## config.mk

```make
export PLATFORM = sky130hd
export DESIGN_NAME = rf_wb_arbiter_flat
export DESIGN_NICKNAME = d
export VERILOG_FILES = /design/src/rtl/rf_wb_pkg.sv /design/src/rtl/rf_wb_arbiter_if.sv /design/src/rtl/rf_wb_fifo.sv /design/src/rtl/rf_wb_arbiter.sv /design/src/flat_wrapper.sv
export SDC_FILE = /design/constraint.sdc
export NUM_CORES = 1
export LEC_CHECK = 0
export BUFFER_PORTS_ARGS = -buffer_cell sky130_fd_sc_hd__buf_2
export CORE_MARGIN = 2
export CORE_UTILIZATION = 45
export DETAILED_ROUTE_END_ITERATION = 12
export GPL_TIMING_DRIVEN = 1
export PLACE_DENSITY = 0.72
export SYNTH_ARGS = -nofsm -noshare
export SYNTH_HDL_FRONTEND = slang
export SYNTH_SLANG_ARGS = --single-unit
```

## constraint.sdc

```tcl
create_clock -name clk -period 3.4 [get_ports clk]
set_clock_uncertainty 0.05 [all_clocks]
set_input_delay 0.51 -clock clk [delete_from_list [all_inputs] [get_ports clk]]
set_output_delay 0.51 -clock clk [all_outputs]
set_load 0.02 [all_outputs]
```

## src/rtl/rf_wb_pkg.sv

```systemverilog
// Shared types for the register-file write-side arbiter.
package rf_wb_pkg;

  localparam int unsigned XLEN   = 32;
  localparam int unsigned REG_AW = 5;

  // One register-file write: destination and data.
  typedef struct packed {
    logic [REG_AW-1:0] rd;
    logic [XLEN-1:0]   data;
  } wb_req_t;

  // Source that owns the RF write port in a given cycle.
  typedef enum logic [1:0] {
    SRC_NONE,
    SRC_WB,
    SRC_MDU
  } src_t;

  // One-hot register mask; x0 never appears in the mask.
  function automatic logic [XLEN-1:0] rd_onehot(input logic [REG_AW-1:0] rd);
    logic [XLEN-1:0] m;
    m = '0;
    if (rd != '0) m[rd] = 1'b1;
    return m;
  endfunction

endpackage

```

## src/rtl/rf_wb_arbiter_if.sv

```systemverilog
// Bus bundle for the RF write-side arbiter: pipeline WB, MDU result,
// MDU issue (scoreboard set) and the registered RF write port.
interface rf_wb_arbiter_if;

  logic                                wb_valid;
  logic [rf_wb_pkg::REG_AW-1:0]        wb_rd;
  logic [rf_wb_pkg::XLEN-1:0]          wb_data;

  logic                                mdu_valid;
  logic                                mdu_ready;
  logic [rf_wb_pkg::REG_AW-1:0]        mdu_rd;
  logic [rf_wb_pkg::XLEN-1:0]          mdu_data;

  logic                                iss_valid;
  logic [rf_wb_pkg::REG_AW-1:0]        iss_rd;

  logic                                wb_stall;
  logic [rf_wb_pkg::XLEN-1:0]          pend_mask;

  logic                                rf_wr;
  logic [rf_wb_pkg::REG_AW-1:0]        rf_a3;
  logic [rf_wb_pkg::XLEN-1:0]          rf_wd;

  // Pipeline / MDU / decode side.
  modport master (
    output wb_valid, wb_rd, wb_data,
    output mdu_valid, mdu_rd, mdu_data,
    output iss_valid, iss_rd,
    input  mdu_ready, wb_stall, pend_mask,
    input  rf_wr, rf_a3, rf_wd
  );

  // Arbiter side.
  modport slave (
    input  wb_valid, wb_rd, wb_data,
    input  mdu_valid, mdu_rd, mdu_data,
    input  iss_valid, iss_rd,
    output mdu_ready, wb_stall, pend_mask,
    output rf_wr, rf_a3, rf_wd
  );

endinterface

```

## src/rtl/rf_wb_fifo.sv

```systemverilog
// Small synchronous FIFO of RF write requests buffering MDU results.
// Pointers carry one extra wrap bit so full/empty need no counter.
module rf_wb_fifo
  import rf_wb_pkg::*;
#(
  parameter int unsigned DEPTH = 2
) (
  input  logic    clk,
  input  logic    rst_n,
  input  logic    push,
  input  wb_req_t push_data,
  input  logic    pop,
  output wb_req_t head,
  output logic    full,
  output logic    empty
);

  localparam int unsigned AW = $clog2(DEPTH);

  logic [AW:0] wr_ptr;
  logic [AW:0] rd_ptr;
  wb_req_t     mem [DEPTH];
  logic        do_push;
  logic        do_pop;

  assign empty   = (wr_ptr == rd_ptr);
  assign full    = (wr_ptr[AW] != rd_ptr[AW]) &&
                   (wr_ptr[AW-1:0] == rd_ptr[AW-1:0]);
  assign do_push = push && !full;
  assign do_pop  = pop && !empty;
  assign head    = mem[rd_ptr[AW-1:0]];

  // Pointer update; reset flushes all buffered entries.
  always_ff @(posedge clk or negedge rst_n) begin
    if (!rst_n) begin
      wr_ptr <= '0;
      rd_ptr <= '0;
    end else begin
      if (do_push) wr_ptr <= wr_ptr + 1'b1;
      if (do_pop)  rd_ptr <= rd_ptr + 1'b1;
    end
  end

  // Storage write; contents are don't-care until the pointers cover them.
  always_ff @(posedge clk) begin
    if (do_push) mem[wr_ptr[AW-1:0]] <= push_data;
  end

endmodule

```

## src/rtl/rf_wb_arbiter.sv

```systemverilog
// Register-file write-side arbiter: merges the in-order WB stream with
// buffered MDU results onto a single registered RF write port, forces a
// pipeline stall when an MDU result starves, and tracks outstanding MDU
// destinations for the decode interlock.
// Optional: define WB_TRACE_EN for a simulation-only log of RF writes.
module rf_wb_arbiter
  import rf_wb_pkg::*;
#(
  parameter int unsigned DEPTH      = 2,
  parameter int unsigned STARVE_MAX = 4
) (
  input  logic             clk,
  input  logic             rst_n,
  rf_wb_arbiter_if.slave   bus
);

  localparam int unsigned CW = $clog2(STARVE_MAX + 1);

  wb_req_t           head;
  wb_req_t           push_data;
  logic              full;
  logic              empty;
  logic              push;
  logic              pop;
  logic              issue;
  logic              blocked;
  src_t              sel;
  logic [REG_AW-1:0] a3_nxt;
  logic [XLEN-1:0]   wd_nxt;

  logic [CW-1:0]     cnt_q;
  logic [CW-1:0]     cnt_nxt;
  logic              stall_q;
  logic              stall_nxt;

  logic [XLEN-1:0]   pend_q;
  logic [XLEN-1:0]   pend_nxt;
  logic [XLEN-1:0]   pend_set;
  logic [XLEN-1:0]   pend_clr;

  logic              rf_wr_q;
  logic [REG_AW-1:0] rf_a3_q;
  logic [XLEN-1:0]   rf_wd_q;

  // mdu_ready depends on registered FIFO state only, so a full FIFO
  // refuses a push even in a cycle where it also pops.
  assign push      = bus.mdu_valid && !full;
  assign push_data = '{rd: bus.mdu_rd, data: bus.mdu_data};

  rf_wb_fifo #(
    .DEPTH (DEPTH)
  ) u_fifo (
    .clk       (clk),
    .rst_n     (rst_n),
    .push      (push),
    .push_data (push_data),
    .pop       (pop),
    .head      (head),
    .full      (full),
    .empty     (empty)
  );

  // Port arbitration: pipeline first, then FIFO head; rd==0 is consumed
  // without asserting the write enable.
  always_comb begin
    sel    = SRC_NONE;
    pop    = 1'b0;
    issue  = 1'b0;
    a3_nxt = '0;
    wd_nxt = '0;
    if (bus.wb_valid && bus.wb_rd != '0) begin
      sel    = SRC_WB;
      issue  = 1'b1;
      a3_nxt = bus.wb_rd;
      wd_nxt = bus.wb_data;
    end else if (!empty) begin
      pop = 1'b1;
      if (head.rd != '0) begin
        sel    = SRC_MDU;
        issue  = 1'b1;
        a3_nxt = head.rd;
        wd_nxt = head.data;
      end
    end
  end

  // Starvation tracking: count cycles the head loses to the pipeline and
  // request a stall once the limit is reached or the FIFO is full.
  always_comb begin
    blocked = !empty && (sel == SRC_WB);
    cnt_nxt = cnt_q;
    if (empty || pop) begin
      cnt_nxt = '0;
    end else if (blocked && cnt_q != CW'(STARVE_MAX)) begin
      cnt_nxt = cnt_q + CW'(1);
    end
    stall_nxt = blocked && ((cnt_nxt >= CW'(STARVE_MAX - 1)) || full);
  end

  // Scoreboard: set on MDU issue, clear on MDU retire; set wins on a tie.
  always_comb begin
    pend_set    = bus.iss_valid ? rd_onehot(bus.iss_rd) : '0;
    pend_clr    = (sel == SRC_MDU) ? rd_onehot(head.rd) : '0;
    pend_nxt    = (pend_q & ~pend_clr) | pend_set;
    pend_nxt[0] = 1'b0;
  end

  // Control state: starve counter, stall request and scoreboard.
  always_ff @(posedge clk or negedge rst_n) begin
    if (!rst_n) begin
      cnt_q   <= '0;
      stall_q <= 1'b0;
      pend_q  <= '0;
    end else begin
      cnt_q   <= cnt_nxt;
      stall_q <= stall_nxt;
      pend_q  <= pend_nxt;
    end
  end

  // Registered RF write port; address/data hold when no write issues.
  always_ff @(posedge clk or negedge rst_n) begin
    if (!rst_n) begin
      rf_wr_q <= 1'b0;
      rf_a3_q <= '0;
      rf_wd_q <= '0;
    end else begin
      rf_wr_q <= issue;
      if (issue) begin
        rf_a3_q <= a3_nxt;
        rf_wd_q <= wd_nxt;
      end
    end
  end

  assign bus.mdu_ready = !full;
  assign bus.wb_stall  = stall_q;
  assign bus.pend_mask = pend_q;
  assign bus.rf_wr     = rf_wr_q;
  assign bus.rf_a3     = rf_a3_q;
  assign bus.rf_wd     = rf_wd_q;

`ifdef WB_TRACE_EN
  src_t trace_src;

  // Remember who owns the write currently on the port.
  always_ff @(posedge clk or negedge rst_n) begin
    if (!rst_n) trace_src <= SRC_NONE;
    else        trace_src <= sel;
  end

  // Log each write at the point the RF samples it.
  always @(negedge clk) begin
    if (rst_n && rf_wr_q)
      $display("%s x%0d = %h", (trace_src == SRC_WB) ? "WB" : "MDU",
               rf_a3_q, rf_wd_q);
  end
`else
  // No trace logic in the default build.
`endif

endmodule

```

## src/flat_wrapper.sv

```systemverilog
// flat-port wrapper written by rule: the top's interface ports become plain ports
module rf_wb_arbiter_flat import rf_wb_pkg::*;
#(
  parameter int unsigned DEPTH      = 2,
  parameter int unsigned STARVE_MAX = 4
)
  (clk, rst_n, bus_wb_valid, bus_wb_rd, bus_wb_data, bus_mdu_valid, bus_mdu_rd, bus_mdu_data, bus_iss_valid, bus_iss_rd, bus_mdu_ready, bus_wb_stall, bus_pend_mask, bus_rf_wr, bus_rf_a3, bus_rf_wd);
  rf_wb_arbiter_if bus_i ();
  input  logic clk;
  input  logic rst_n;
  input wire logic [$bits(bus_i.wb_valid)-1:0] bus_wb_valid;
  input wire logic [$bits(bus_i.wb_rd)-1:0] bus_wb_rd;
  input wire logic [$bits(bus_i.wb_data)-1:0] bus_wb_data;
  input wire logic [$bits(bus_i.mdu_valid)-1:0] bus_mdu_valid;
  input wire logic [$bits(bus_i.mdu_rd)-1:0] bus_mdu_rd;
  input wire logic [$bits(bus_i.mdu_data)-1:0] bus_mdu_data;
  input wire logic [$bits(bus_i.iss_valid)-1:0] bus_iss_valid;
  input wire logic [$bits(bus_i.iss_rd)-1:0] bus_iss_rd;
  output wire logic [$bits(bus_i.mdu_ready)-1:0] bus_mdu_ready;
  output wire logic [$bits(bus_i.wb_stall)-1:0] bus_wb_stall;
  output wire logic [$bits(bus_i.pend_mask)-1:0] bus_pend_mask;
  output wire logic [$bits(bus_i.rf_wr)-1:0] bus_rf_wr;
  output wire logic [$bits(bus_i.rf_a3)-1:0] bus_rf_a3;
  output wire logic [$bits(bus_i.rf_wd)-1:0] bus_rf_wd;
  assign bus_i.wb_valid = bus_wb_valid;
  assign bus_i.wb_rd = bus_wb_rd;
  assign bus_i.wb_data = bus_wb_data;
  assign bus_i.mdu_valid = bus_mdu_valid;
  assign bus_i.mdu_rd = bus_mdu_rd;
  assign bus_i.mdu_data = bus_mdu_data;
  assign bus_i.iss_valid = bus_iss_valid;
  assign bus_i.iss_rd = bus_iss_rd;
  assign bus_mdu_ready = bus_i.mdu_ready;
  assign bus_wb_stall = bus_i.wb_stall;
  assign bus_pend_mask = bus_i.pend_mask;
  assign bus_rf_wr = bus_i.rf_wr;
  assign bus_rf_a3 = bus_i.rf_a3;
  assign bus_rf_wd = bus_i.rf_wd;
  rf_wb_arbiter #(.DEPTH(DEPTH), .STARVE_MAX(STARVE_MAX)) u_core (.clk(clk), .rst_n(rst_n), .bus(bus_i));
endmodule
```

# --- Word-level counts from Yosys, hierarchy flattened ---
# Memories as Yosys holds them, arrays and structs flattened.
# Index checks and enable logic that the tools add are counted.
word_totals:
  input_bits: 84
  out_inout_bits: 72
  register_bits: 77
  n_memories: 1
  ramBits: 74
op_classes:
  n_reduce_logical: 17
  eq_ne: 6
  magnitude_cmp: 5
  addsub: 3
  n_mux: 26
  bitwise: 3
memory_table:
  columns: ["memory", "depth", "word_bits", "rd", "rd_clocked_by_memory_dff", "write_ports", "line_no", "source"]
  rows:
  - ["u_core.u_fifo.mem", 2, 37, 1, 0, 1, "rf_wb_fifo.sv:22", "wb_req_t mem [DEPTH];"]
op_table:
  columns: ["op", "count"]
  rows:
  - ["32-bit 2-to-1 mux", 7]
  - ["32-bit AND", 1]
  - ["32-bit NOT", 1]
  - ["32-bit bitwise OR", 1]
  - ["5-bit 2-to-1 mux", 3]
  - ["5-bit nonzero test", 3]
  - ["5-bit by 6-bit less-than comparator with 1-bit output (second input constant)", 2]
  - ["1-bit demux with 5-bit select", 2]
  - ["5-bit by 1-bit greater-or-equal comparator with 1-bit output (second input constant)", 2]
  - ["1-bit logical AND", 10]
  - ["1-bit 2-to-1 mux", 9]
  - ["2-bit 2-to-1 mux", 3]
  - ["3-bit 2-to-1 mux", 2]
  - ["2-bit by 1-bit adder with 2-bit output (second input constant)", 2]
  - ["3-bit by 1-bit adder with 3-bit output (second input constant)", 1]
  - ["3-bit by 2-bit greater-or-equal comparator with 1-bit output (second input constant)", 1]
  - ["3-bit != test (second input constant)", 1]
  - ["2-bit by 1-bit equality test with 1-bit output (second input constant)", 1]
  - ["2-bit equality test", 1]
  - ["2-bit equality test (second input constant)", 1]
  - ["1-bit logical NOT", 2]
  - ["1-bit logical OR", 2]
  - ["1-bit equality test", 1]
  - ["1-bit != test", 1]

# --- Longest topological paths before layout ---
# An unclocked memory read counts as a cell.
depth:
  ltp_word: 13
  mapped_depth: 7
  depth_no_buf: 6

# --- By module ---
# From an unflattened synthesis, not the netlist that was laid out.
unflattened:
  hier_cells: 505
  area_unflattened_um2: 6438.7
by_module_without_submodules:
  columns: ["module", "area_each_um2", "cells_per_inst", "n_inst"]
  rows:
  - ["rf_wb_arbiter", 3477.1, 362, 1]
  - ["rf_wb_fifo", 2961.6, 143, 1]

# --- Worst setup path after synthesis ---
# No wires, ideal clock.
synth_timing:
  path_type: "flip-flop to flip-flop"
  start: "register u_core.u_fifo.wr_ptr[0]"
  end: "memory u_core.u_fifo.mem[0][0] in the netlist's numbering, enable pin"
  t_arrival_ns: 2.569
  path_buffers: 0
  synth_period_minus_slack_ns: 3.050
  setup_slack_ns: 0.350
  stages_incl_launch_ff: 5
  cell_sequence: "dfrtp_1 > xor2_1 > nand2b_1 > nand2_1 > nor2_1"
synth_via:
  elab_chain_len: 7
synth_rtl:
  columns: ["item", "line_no", "source"]
  rows:
  - ["start: declaration", "rf_wb_fifo.sv:20", "logic [AW:0] wr_ptr;"]
  - ["start signal: assignment", "rf_wb_fifo.sv:39", "if (do_push) wr_ptr <= wr_ptr + 1'b1;"]
  - ["1-bit equality test (*)", "rf_wb_fifo.sv:28", "(wr_ptr[AW-1:0] == rd_ptr[AW-1:0]);"]
  - ["1-bit logical AND (*)", "rf_wb_fifo.sv:27", "assign full = (wr_ptr[AW] != rd_ptr[AW]) &&"]
  - ["1-bit logical NOT (*)", null, null]
  - ["via bus_mdu_ready", "flat_wrapper.sv:19", "output wire logic [$bits(bus_i.mdu_ready)-1:0] bus_mdu_ready;"]
  - ["1-bit logical AND", "rf_wb_arbiter.sv:47", "assign push = bus.mdu_valid && !full;"]
  - ["1-bit logical AND (*)", "rf_wb_fifo.sv:29", "assign do_push = push && !full;"]
  - ["1-bit 2-to-1 mux (*)", "rf_wb_fifo.sv:46", "if (do_push) mem[wr_ptr[AW-1:0]] <= push_data;"]
  - ["1-bit 2-to-1 mux (implied by the code) (*)", "rf_wb_fifo.sv:46", null]
  - ["end: declaration", "rf_wb_fifo.sv:22", null]
# Mark *: on every way through the listed nets, which the timed path passes. The rest lies on a longest branch.

# --- Worst setup path in the final report ---
layout_timing:
  start: "register u_core.u_fifo.rd_ptr[0]"
  end: "register u_core.rf_wd_q[2] (netlist: u_core.bus.rf_wd[2])"
layout_via:
  elab_chain_len: 5
  word_cells_on_any_way: 9
layout_rtl:
  columns: ["item", "line_no", "source"]
  rows:
  - ["start: declaration", "rf_wb_fifo.sv:21", "logic [AW:0] rd_ptr;"]
  - ["start signal: assignment", "rf_wb_fifo.sv:40", "if (do_pop) rd_ptr <= rd_ptr + 1'b1;"]
  - ["memory 2 x 37 bit", null, null]
  - ["5-bit nonzero test", "rf_wb_arbiter.sv:78", "if (head.rd != '0) begin"]
  - ["32-bit 2-to-1 mux / 1-bit 2-to-1 mux (equally long branches)", "rf_wb_arbiter.sv:78", null]
  - ["32-bit 2-to-1 mux / 1-bit 2-to-1 mux (equally long branches)", "rf_wb_arbiter.sv:76", "end else if (!empty) begin"]
  - ["32-bit 2-to-1 mux / 1-bit 2-to-1 mux (equally long branches)", "rf_wb_arbiter.sv:71", "if (bus.wb_valid && bus.wb_rd != '0) begin"]
  - ["end signal: assignment", "rf_wb_arbiter.sv:131", "rf_wd_q <= wd_nxt;"]
  - ["end: declaration", "rf_wb_arbiter.sv:43", "logic [XLEN-1:0] rf_wd_q;"]
# Parallel ways exist; a longest one is shown, timed or not.
# A chain may end at the register's enable or synchronous reset.

==> metrics.md <==
| Metric | Value |
|---|---|
| CP endpoint kind | register |
| Most common cell in the synthesized netlist | dfrtp_1 |
| Startpoint types | register |
| Share of the synthesized area in the top cell type | around a third |
| Initial Utilization | 46.12% |
| CTS Hold Bufs | 0 |
| CTS tree | done |
| Final setup violation count | 0 |
| CORE AREA | 13930 um2 |
| Top cells by area, synth | edfxtp_1, dfrtp_1, o221ai_2 |
| Max-slew violation count | 0 |
| H-tree depth reported by CTS | 4 |
| Crit path max fanout | 25 |
| Fill cells | 1106 |
| CP startpoint | u_core.u_fifo.rd_ptr[0] |
| Final HPWL DP | 10.14 mm |
| # nets final | 702 |
| DRT Wirelength | 15.29 mm |
| Synth area leader | edfxtp_1 |
| Synth Cell Area | 6426 um2 |
| Critical path class | reg -> reg |
| Cts bufs inserted | 17 |
| Vias/cell | 5.565 |
| Routed len/inst | 18.85 um |
| Hold Vio Cnt, Final | 0 |
| Initial antenna violation count | 2 |
| Reg clk slew, reported paths | 60 ps |
| FP Rows | 43 |
| Total number of vias | ~4500 |
| All-Layer GR Usage | 20.90% |
| Yosys reg bits | 151 |
| CP max stage cell | dfrtp_2 |
| Async SR Flop Fraction | 50.99% |
| Layout cells sized above 1 | 37.04% |
| Die ar. | ~15000 um2 |
| Synth warn | 0 |
| DRC Markers | 0 |
| Post-synth EDFFs | 74 |
| Hold Crit Class | in -> async |
| Vias in the first global route | ~4600 |
| Cell count after synthesis | 463 |
| Design area | ~8000 um2 |
| Commonest cells in the netlist | dfrtp_1, edfxtp_1, nand2_1 |
| Sequential share of the synthesized area | approximately 65% |
| Arr. time, crit path | 2710 ps |
| Clock sinks | 151 |
| Netlist cell types | 45 |
| Setup TNS | 0 ps |
| GR Util met2 | 35.13% |
| CTS root buf | clkbuf_16 |
| Met3 GRT Util | just under 6% |
| Largest net degree at the start of global routing | 78 |
| Drt pass-1 iters | 5 |
| Slew headroom | 32.35% |
| IO buf count | 154 |
| Status | finished clean |
| Max incr delay on CP | 580 ps |
| First-pass GRT wire length | 23.65 mm |
| Max-cap violations | 0 |
| Placed cell count | 777 |
| Max clock buf depth | 2 |
| Grt total ovfl | 0 |
| FF-to-FF Start | u_core.u_fifo.rd_ptr[0] |
| Req. time, crit path | ~3600 ps |
| Die Height | 123.5 um |
| Syn_nets | between 500 and 600 |
| Post-synth top flop | dfrtp_1 |
| Resized cells post-CTS | 0 |
| Worst-path cell chain | xor2_1 > or2_1 > a21oi_4 > inv_2 > buf_4 > o221ai_1 |
| Area Overhead vs Synth | 24.53% |
| Top Usage Layer GRT | met2 |
| Actual slew at the worst max-slew pin | 1015 ps |
| Fmax | 401.7 MHz |
| Die Width | 123.5 um |
| Worst skew pair latency | roughly 420 ps |
| Post-DP Area | 7348 um2 |
| LEAKAGE | 3.396 nW |
| DR iter-0 viols | about 360 |
| Routability cong. | 0.7979 |
| Pwr Density | 1042 nW/um2 |
| Setup Fix Bufs, Post-CTS | 0 |
| Routing usage on met1 | between 20% and 30% |
| Peak VDD IR | about 530 uV |
| Fin crit share | 73.21% |
| Synth Area per Inst | 13.88 um2 |
| I/O pins | 156 |
| Layout Cells excl Fill | 811 |
| Post-DRT Antenna Nets | 0 |
| Tmin final | 2489 ps |
| RSZ-0062 raised after global routing | no |
## worst max-delay path: cells and delay by family, from the launching register on
kind            cells  cell delay, ps
xor+xnor            1             270
flops               1             580
compound gates      2             240
simple gates        1             310
buf+inv             2             860
## layout make-up
cell class,instances,area (um2),share of cell area [%]
Clock inverter,14,220.2,2.752
Timing Repair Buffer,162,858.3,10.73
Antenna cell,2,5.005,0.06254
Multi-Input combinational cell,248,1979,24.73
Tap cell,180,225.2,2.814
Clock buffer,18,429.2,5.363
Sequential cell,151,4150,51.86
Inverter,36,135.1,1.689
## worst paths after layout
| path | end | depth (start not counted) | slack (ps) |
|---|---|---|---|
| min in group clk | u_core.u_fifo.mem[0][27] | 1 | 220 |
| worst min register to register | u_core.bus.rf_a3[3] | 1 | 430 |
| worst max-delay path | u_core.bus.rf_wd[2] | 6 | 910 |
| worst min-delay path | u_core.bus.pend_mask[26] | 1 | 220 |
| max in group asynchronous | u_core.u_fifo.rd_ptr[0] | 1 | 2390 |
| worst max register to register | u_core.bus.rf_wd[2] | 6 | 910 |
## flip-flops by register name, summed over array words and instances (netlist names)
signal,count
u_core.bus.rf_a3,5
u_core.bus.rf_wd,32
u_core.u_fifo.rd_ptr,2
u_core.bus.pend_mask,31
u_core.u_fifo.mem,74
u_core.u_fifo.wr_ptr,2
u_core.bus.wb_stall,1
u_core.bus.rf_wr,1
u_core.cnt_q,3
## cells by family (layout without fill, tap and decap cells)
family | after synthesis | in the layout | share of synthesized area [%]
buf+inv | 64 | 230 | 4.907
fa+ha+maj | 2 | 2 | 0.3893
compound gates | 116 | 116 | 16.53
other cells | 1 | 3 | 0.05836
simple gates | 83 | 83 | 6.484
mux | 39 | 39 | 6.114
xor+xnor | 7 | 7 | 0.9541
flops | 151 | 151 | 64.56
## power breakdown
group,internal [mW],total (mW),switching [mW]
sequential,2.71,3.10,0.391
clock,1.31,2.06,0.747
combinational,1.10,3.19,2.09
## routing by layer
metal  vias up  share of wire (%)
met5         -              0.072
met4         2                1.3
met3        18                6.9
met2       154                 51
met1      2253                 40
li1       2086                  -
## stage by stage
stage | setup WS (ps) | hold WS (ps) | util [%] | total power [mW]
floorplan | 349.9 | 164.4 | - | 5.273
global placement | 919.4 | 425.9 | 52.73 | 6.192
detailed placement | 778.5 | 420.8 | 52.73 | 6.339
CTS | 867.3 | 202.1 | 57.39 | 8.430
global route | 733.8 | 208.5 | 57.39 | 8.801
finish | 910.8 | 221.7 | 57.43 | 8.343
## layout by cell type, fill, tap and decap left out, drive strengths merged, types with 2 or more instances in the layout
cell      instances
a221o             4
a31oi             2
and3              2
and3b             4
buf             162
bufinv            5
clkbuf           18
clkinv            3
clkinvlp          2
dfrtp            77
diode             2
edfxtp           74
ha                2
inv              40
mux2              2
mux2i            37
nand2            39
nand2b            2
nand3             4
nand3b            6
nor2             10
nor3              5
nor3b             4
o21ai            37
o221ai           32
o41ai            34
or2               2
or3b              2
xnor2             4
xor2              3
Note: power is estimated with default switching activity, not from simulation.
